$ cat src/rtl/bus8_autoclear_initiator.sv
// bus8_autoclear_initiator: Bus8 master for single write/read and run-and-wait polling; BUS8_AUTOCLEAR_HIST_CLEAR_EN adds a history clear
module bus8_autoclear_initiator #(
  parameter int RD_TIMEOUT = 16,
  parameter int POLL_GAP = 8,
  parameter int MAX_POLLS = 255
) (
  input  logic       i_Bus_Clk,
  input  logic       i_Bus_Rst,
  input  logic       i_Cmd_DV,
  output logic       o_Cmd_Ready,
  input  logic [1:0] i_Cmd_Op,
  input  logic [2:0] i_Cmd_Addr,
  input  logic [7:0] i_Cmd_Data,
  output logic       o_Rsp_DV,
  output logic [7:0] o_Rsp_Data,
  output logic       o_Rsp_Err,
  output logic       o_Bus_CS,
  output logic       o_Bus_Wr_Rd_n,
  output logic [2:0] o_Bus_Addr8,
  output logic [7:0] o_Bus_Wr_Data,
  input  logic [7:0] i_Bus_Rd_Data,
  input  logic       i_Bus_Rd_DV
);
  localparam int CMAX = RD_TIMEOUT > POLL_GAP ? RD_TIMEOUT : POLL_GAP;
  localparam int CW = $clog2(CMAX + 1);
  localparam int PW = $clog2(MAX_POLLS + 1);
  localparam logic [CW-1:0] T_LAST = CW'(RD_TIMEOUT - 1);
  localparam logic [CW-1:0] G_LAST = CW'(POLL_GAP - 1);
  localparam logic [PW-1:0] P_LAST = PW'(MAX_POLLS - 1);
  typedef enum logic [3:0] {
    IDLE, WR, RD, RD_WAIT, RUN_START, GAP, POLL, POLL_WAIT, STOP, RESP
`ifdef BUS8_AUTOCLEAR_HIST_CLEAR_EN
    , HCLR
`endif
  } state_t;
  state_t state_q, state_d;
  logic [CW-1:0] cnt_q, cnt_d;
  logic [PW-1:0] pcnt_q, pcnt_d;
  logic [2:0] addr_q, addr_d;
  logic [7:0] data_q, data_d, stat_q, stat_d, rsp_data_q, rsp_data_d;
  logic rsp_err_q, rsp_err_d, wr, hclr;
`ifdef BUS8_AUTOCLEAR_HIST_CLEAR_EN
  assign hclr = state_q == HCLR;
`else
  assign hclr = 1'b0;
`endif
  // Sequencing: command capture, read/poll timeouts, poll accounting and response latching
  always_comb begin
    state_d = state_q;
    addr_d = addr_q;
    data_d = data_q;
    stat_d = stat_q;
    pcnt_d = pcnt_q;
    rsp_data_d = rsp_data_q;
    rsp_err_d = rsp_err_q;
    case (state_q)
      IDLE: if (i_Cmd_DV) begin
        addr_d = i_Cmd_Addr;
        data_d = i_Cmd_Data;
        pcnt_d = '0;
        state_d = i_Cmd_Op == 2'b00 ? WR : i_Cmd_Op == 2'b01 ? RD : i_Cmd_Op == 2'b10 ? RUN_START : RESP;
        if (i_Cmd_Op == 2'b11) begin
          rsp_data_d = 8'h00;
          rsp_err_d = 1'b1;
        end
      end
      WR: begin
        state_d = RESP;
        rsp_data_d = 8'h00;
        rsp_err_d = 1'b0;
      end
      RD: state_d = RD_WAIT;
      RD_WAIT: if (i_Bus_Rd_DV || cnt_q == T_LAST) begin
        state_d = RESP;
        rsp_data_d = i_Bus_Rd_DV ? i_Bus_Rd_Data : 8'h00;
        rsp_err_d = !i_Bus_Rd_DV;
      end
      RUN_START: state_d = GAP;
      GAP: if (cnt_q == G_LAST) state_d = POLL;
      POLL: state_d = POLL_WAIT;
      POLL_WAIT: if (i_Bus_Rd_DV) begin
        stat_d = i_Bus_Rd_Data;
        if ((i_Bus_Rd_Data & data_q) == 8'h00) begin
`ifdef BUS8_AUTOCLEAR_HIST_CLEAR_EN
          state_d = HCLR;
`else
          state_d = RESP;
          rsp_data_d = i_Bus_Rd_Data;
          rsp_err_d = 1'b0;
`endif
        end else begin
          pcnt_d = pcnt_q == '1 ? pcnt_q : pcnt_q + PW'(1);
          state_d = pcnt_q < P_LAST ? GAP : STOP;
        end
      end else if (cnt_q == T_LAST) begin
        stat_d = 8'h00;
        state_d = STOP;
      end
      STOP: begin
        state_d = RESP;
        rsp_data_d = stat_q;
        rsp_err_d = 1'b1;
      end
`ifdef BUS8_AUTOCLEAR_HIST_CLEAR_EN
      HCLR: begin
        state_d = RESP;
        rsp_data_d = stat_q;
        rsp_err_d = 1'b0;
      end
`endif
      RESP: state_d = IDLE;
      default: state_d = IDLE;
    endcase
    cnt_d = state_d != state_q ? '0 : cnt_q == '1 ? cnt_q : cnt_q + CW'(1);
  end
  // State and datapath registers
  always_ff @(posedge i_Bus_Clk) begin
    if (i_Bus_Rst) begin
      state_q <= IDLE;
      cnt_q <= '0;
      pcnt_q <= '0;
      addr_q <= '0;
      data_q <= '0;
      stat_q <= '0;
      rsp_data_q <= '0;
      rsp_err_q <= 1'b0;
    end else begin
      state_q <= state_d;
      cnt_q <= cnt_d;
      pcnt_q <= pcnt_d;
      addr_q <= addr_d;
      data_q <= data_d;
      stat_q <= stat_d;
      rsp_data_q <= rsp_data_d;
      rsp_err_q <= rsp_err_d;
    end
  end
  // Bus strobe decode: one access per bus state, fields zero when idle
  always_comb begin
    wr = state_q inside {WR, RUN_START, STOP} || hclr;
    o_Bus_CS = wr || state_q inside {RD, POLL};
    o_Bus_Wr_Rd_n = wr;
    o_Bus_Addr8 = state_q inside {WR, RD} ? addr_q : state_q == POLL ? 3'd1 : state_q == STOP ? 3'd2 : hclr ? 3'd4 : 3'd0;
    o_Bus_Wr_Data = wr ? data_q : 8'h00;
  end
  assign o_Cmd_Ready = state_q == IDLE;
  assign o_Rsp_DV = state_q == RESP;
  assign o_Rsp_Data = rsp_data_q;
  assign o_Rsp_Err = rsp_err_q;
endmodule
$ cat config.mk
export PLATFORM = sky130hd
export DESIGN_NAME = bus8_autoclear_initiator
export DESIGN_NICKNAME = d
export VERILOG_FILES = /design/src/rtl/bus8_autoclear_initiator.sv
export SDC_FILE = /design/constraint.sdc
export NUM_CORES = 1
export LEC_CHECK = 0
export BUFFER_PORTS_ARGS = -buffer_cell sky130_fd_sc_hd__buf_2
export CORE_MARGIN = 2
export CORE_UTILIZATION = 40
export DETAILED_ROUTE_END_ITERATION = 7
export SLEW_MARGIN = 20
export SYNTH_ARGS = -nofsm -noshare
export SYNTH_HDL_FRONTEND = slang
export SYNTH_SLANG_ARGS = --single-unit
export TNS_END_PERCENT = 10
$ cat constraint.sdc
create_clock -name i_Bus_Clk -period 1.84 [get_ports i_Bus_Clk]
set_input_delay 0 -clock i_Bus_Clk [delete_from_list [all_inputs] [get_ports i_Bus_Clk]]
set_output_delay 0 -clock i_Bus_Clk [all_outputs]
set_load 0.005 [all_outputs]
**Word level (Yosys, flattened, before mapping)**

Cells that the tools add are included.

- Register bits: 45
- Bits of input ports: 25
- Output and inout port bits: 24
- Word-level logic and storage cells: 89

- Add/sub/neg operators: 2
- Order comparisons: 1
- Equality and inequality tests: 24
- Multiplexer cells: 35
- Bitwise logic cells: 1
- Reductions and logical operators: 18

Operator list:

| kind | number |
|---|---|
| two-way mux 8 bit | 13 |
| two-way mux 4 bit | 10 |
| one-hot mux 8 bit (5 select lines) | 1 |
| one-hot mux 4 bit (8 select lines) | 1 |
| == test 4 x 3 -> 1 bit (second input constant) | 4 |
| one-hot mux 8 bit (2 select lines) | 1 |
| inequality test 2 bit (second input constant) | 6 |
| adder 8 x 1 -> 8 bit (second input constant) | 1 |
| bitwise AND 8 bit | 1 |
| == test 4 x 2 -> 1 bit (second input constant) | 2 |
| == test 4 bit (second input constant) | 2 |
| == test 8 bit (second input constant) | 1 |
| zero test 8 bit | 1 |
| < comparator 8 bit (second input constant) | 1 |
| nonzero test 2 bit | 4 |
| AND reduction 6 bit | 1 |
| adder 5 x 1 -> 5 bit (second input constant) | 1 |
| == test 5 x 3 -> 1 bit (second input constant) | 1 |
| == test 5 x 4 -> 1 bit (second input constant) | 1 |
| == test 5 bit (second input constant) | 1 |
| two-way mux 1 bit | 5 |
| one-hot mux 1 bit (5 select lines) | 1 |
| AND reduction 5 bit | 1 |
| nonzero test 5 bit | 1 |
| other kinds (14) | 19 |

**Longest topological paths before layout**

- Word-level depth: 8
- Mapped depth: 10
- Mapped depth without buffers: 8

**Worst setup path after synthesis**

OpenSTA, ideal clock, no wires.

- Path kind: register to register
- Start: reg cnt_q[0]
- End: reg rsp_data_q[5], in the netlist o_Rsp_Data[5]
- Library setup time: 0.133 ns
- Arrival time: 1.883 ns
- Required time: 1.707 ns
- Setup slack: -0.176 ns
- Stages on the path, launching flop included: 11
- Path buffers: 2
- Clock period less this slack: 2.016 ns
- Cells stage by stage: dfxtp_1 -> ha_1 -> and3_1 -> ha_1 -> nor2_1 -> a31oi_1 -> o32a_1 -> buf_2 -> buf_2 -> a21oi_1 -> a311oi_1

- Word-level cells in the longest chain between the ends: 4

RTL lines:

| item | RTL line | text |
|---|---|---|
| start, declared | 37 | `logic [CW-1:0] cnt_q, cnt_d;` |
| start signal, assigned | 129 | `cnt_q <= cnt_d;` |
| == test 5 x 4 -> 1 bit | 73 | `RD_WAIT: if (i_Bus_Rd_DV \|\| cnt_q == T_LAST) begin` |
| logical OR 1 bit | 73 |  |
| inequality test 2 bit (no line) | n/a |  |
| AND reduction 6 bit (no line) | n/a |  |
| end signal, assigned | 134 | `rsp_data_q <= rsp_data_d;` |
| end, declared | 40 | `logic [7:0] data_q, data_d, stat_q, stat_d, rsp_data_q, rsp_data_d;` |

Every way passes these cells.
A chain may end at the register's enable or synchronous reset.

**Worst setup path after layout**

- Start: reg cnt_q[0]
- End: reg rsp_data_q[3], in the netlist o_Rsp_Data[3]

The elaborated chain is that of the path after synthesis.

==> reports/results.tsv <==
stage	metric	value	unit
outcome	status	finished with violations	
outcome	failing checks	setup timing	
detailed_routing	DR pass1 iterations	4	
worst_setup_path	CP Launch Type	flop	
detailed_routing	Post-route DRC	0	
timing	worst setup margin	-0.109	ns
worst_setup_path	Worst EP required	2.06	ns
power	register share of total power	0.368	
clock_network	clk sinks	45	
floorplan	DIE WIDTH	83.7	um
floorplan	DIE AREA	7010	um2
global_route	largest net degree at the start of global routing	18	
final_layout	antenna cell count	0	
clock_network	CTS clk-pin slew, worst paths	0.09	ns
yosys	Main synth FF type	dfxtp_1	
detailed_routing	DR vias	2660	
global_route	initial antenna violation count	0	
floorplan	initial core utilization	0.408	
detailed_routing	final antenna-violating net count	0	
worst_setup_path	CP arrival	2.17	ns
timing	Final Hold Fails	0	
clock_network	CTS tree	yes	
final_layout	fillers	580	
place	dpl ws	-0.0634	ns
power	Sw Ratio	0.361	
detailed_routing	Via-to-Cell Ratio	5.56	
power	Int Power	2.06	mW
power	Leak Pwr	1.45	nW
worst_setup_path	CP max stage cell	o32a_2	
floorplan	row cnt	29	
final_layout	final instance area	3550	um2
place	Area after DPL	3100	um2
worst_setup_path	Crit. End Element	flop	
flow_run	max-cap violation count	0	
final_layout	fraction of layout instances using a drive strength above 1	0.322	
floorplan	I/O Pins	49	
worst_setup_path	crit-path max FO	8	
floorplan	DIE HEIGHT	83.7	um
yosys	Gate Count Post-Synth	314	
yosys	Post-Syn Area	2540	um2
clock_network	worst skew pair latency	0.31	ns
clock_network	H-tree depth	2	
global_route	first-pass GRT wire length	12100	um
clock_network	TritonCTS Buffers	5	
yosys	Syn. warnings	0	
timing	minimum clock period	1.95	ns
timing	Highest Clock Rate	513	MHz
yosys	syn_area_per_cell	8.10	um2
clock_network	Post-CTS Setup Bufs	0	
detailed_routing	routed len/inst	15.3	um
timing	period utilisation layout	1.06	
floorplan	Core ar.	6240	um2
final_layout	most common cell after layout, fill and taps aside	buf_2	
power	Gate power share	0.436	
timing	fin. max-slew vios	0	
clock_network	buffer type at the clock tree root	clkbuf_8	
worst_setup_path	CP max stage delay	0.43	ns
clock_network	Max Root-Sink Buffers	2	
power	VDD IR max	0.452	mV
power	overall power	3.23	mW
power	Psw	1.16	mW
place	IO Port Bufs	48	
yosys	post-synthesis cell type count	51	
final_layout	area growth from synthesis to layout	39.7	%
global_route	vias in the first global route	2509	
global_route	GRT overflow	0	
place	GP Congestion	0.876	
timing	hold_ws	0.0121	ns
timing	max_slew headroom	0.757	
yosys	Post-synth ARST share	0	
timing	Slew @ Worst Pin	0.355	ns
timing	setup violators final	14	
place	HPWL Detailed	4980	um
power	power share of the clock group	0.196	
timing	Worst Skew	0.00658	ns
worst_setup_path	worst path cell trace	ha_4 -> and3_4 -> ha_4 -> nor2_2 -> a31oi_1 -> o32a_2 -> clkbuf_16 -> a311oi_1	
power	Pwr Density	908	nW/um2
min_path	Worst Hold Class	in2reg	
final_layout	most frequent cells in the layout	buf_2 (48), dfxtp_1 (41), nand2_1 (36), buf_4 (29), a21oi_1 (26)	
detailed_routing	DRT iter0 DRCs	109	
yosys	sequential share of the synthesized area	0.354	
worst_setup_path	Crit path top cell by count	ha_4	
detailed_routing	final WL	7330	um
yosys	Post-synth EDFFs	0	
final_layout	NumNets Final	433	
global_route	Global Route Usage Sum	0.210	
yosys	FF+latch count, synth	45	
timing	RSZ-0062 raised after global routing	true	
yosys	Syn Nets	347	
worst_setup_path	WS Path Type	reg2reg	
cells in the mapped netlist (2+ instances only):
library cell	n	area share
and4b_1	5	0.020
a22oi_1	13	0.038
nand3_1	4	0.0079
or3_1	7	0.017
inv_1	7	0.010
xnor2_1	4	0.014
nand4_1	5	0.012
a32oi_1	9	0.031
nand4b_1	2	0.0069
and2_1	13	0.032
buf_1	3	0.0044
and3_1	8	0.020
o21ai_0	16	0.031
a21oi_1	35	0.069
dfxtp_1	45	0.35
o21a_1	2	0.0059
buf_2	9	0.018
nor3_1	3	0.0059
a31oi_1	5	0.012
nand2b_1	5	0.012
a211oi_1	3	0.0089
ha_1	8	0.039
a311oi_1	8	0.028
clkbuf_1	10	0.015
nor2_1	22	0.032
a21o_1	2	0.0059
nand2_1	36	0.053
buf_6	2	0.0089
timing repair:
item / in CTS / in global routing
cloned: 1 / 1
hold buffers: 18 / 0
pin swaps: 7 / 16
hold endpoints to repair: 18 / 0
gates resized for setup: 9 / 30
setup endpoints to repair: 27 / 28
state kept, by name, summed over array words and instances, names as in the netlist:
name        count
o_Rsp_Data      8
stat_q          8
state_q         4
cnt_q           5
pcnt_q          8
addr_q          3
o_Rsp_Err       1
data_q          8
power groups by stage:
stage,registers (mW),logic [mW],clock network [mW]
CTS,1.17,1.22,0.651
global placement,1.18,1.14,0
detailed placement,1.18,1.16,0
finish,1.19,1.41,0.632
floorplan,1.17,0.727,0
global route,1.20,1.53,0.688
layer usage:
| metal | part of all wire | track usage | vias up | routed length [um] |
|---|---|---|---|---|
| met5 | 0 | 0 | - | 0 |
| met3 | 0.036 | 0.0356 | 5 | 261 |
| li1 | - | - | 1340 | - |
| met1 | 0.47 | 0.290 | 1265 | 3450 |
| met2 | 0.48 | 0.343 | 50 | 3550 |
| met4 | 0.0091 | 0.0543 | 0 | 67 |
layout make-up:
| type | count | area (um2) | share of cell area |
|---|---|---|---|
| tap | 77 | 96.3 | 0.0271 |
| inverter | 8 | 35.0 | 0.00986 |
| multi-input combinational | 238 | 1660 | 0.467 |
| clock inverter | 2 | 15.0 | 0.00422 |
| clock buffer | 6 | 72.6 | 0.0204 |
| sequential | 45 | 908 | 0.256 |
| timing repair buffer | 102 | 766 | 0.215 |
critical path: cells and delay by family, from the launching register on:
family	cells	cell delay [ns]
AO/OA/AOI/OAI	3	0.74
buffers and inverters	1	0.19
adder cells (fa/ha/maj)	2	0.33
flip-flops	1	0.35
AND/OR/NAND/NOR	2	0.25
cells by family (layout without fill, tap and decap cells):
| kind of cell | count (synthesis) | in the layout | share of synthesized area |
|---|---|---|---|
| AND/OR/NAND/NOR | 116 | 117 | 0.240 |
| multiplexers | 1 | 1 | 0.00394 |
| AO/OA/AOI/OAI | 108 | 108 | 0.290 |
| XOR/XNOR | 4 | 4 | 0.0138 |
| buffers and inverters | 32 | 118 | 0.0595 |
| adder cells (fa/ha/maj) | 8 | 8 | 0.0394 |
| flip-flops | 45 | 45 | 0.354 |
per-stage QoR:
stage                     std cells  TNS, ns  utilization
after detailed placement        450   -0.531        0.496
after floorplan                 314  -0.0491            -
final                           478   -0.921        0.570
after CTS                       477   -0.359        0.544
after global placement          450   -0.224        0.496
after global routing            478    -2.36        0.570
worst paths after layout:
path	cells past startpoint	startpoint	endpoint	slack [ns]
setup reg to reg	8	cnt_q[0]	o_Rsp_Data[3]	-0.11
hold / removal	3	i_Bus_Rd_Data[6]	stat_q[6]	0.01
hold reg to reg	2	addr_q[2]	addr_q[2]	0.46
setup / recovery	8	cnt_q[0]	o_Rsp_Data[3]	-0.11
Note: power is estimated with default switching activity, not from simulation.
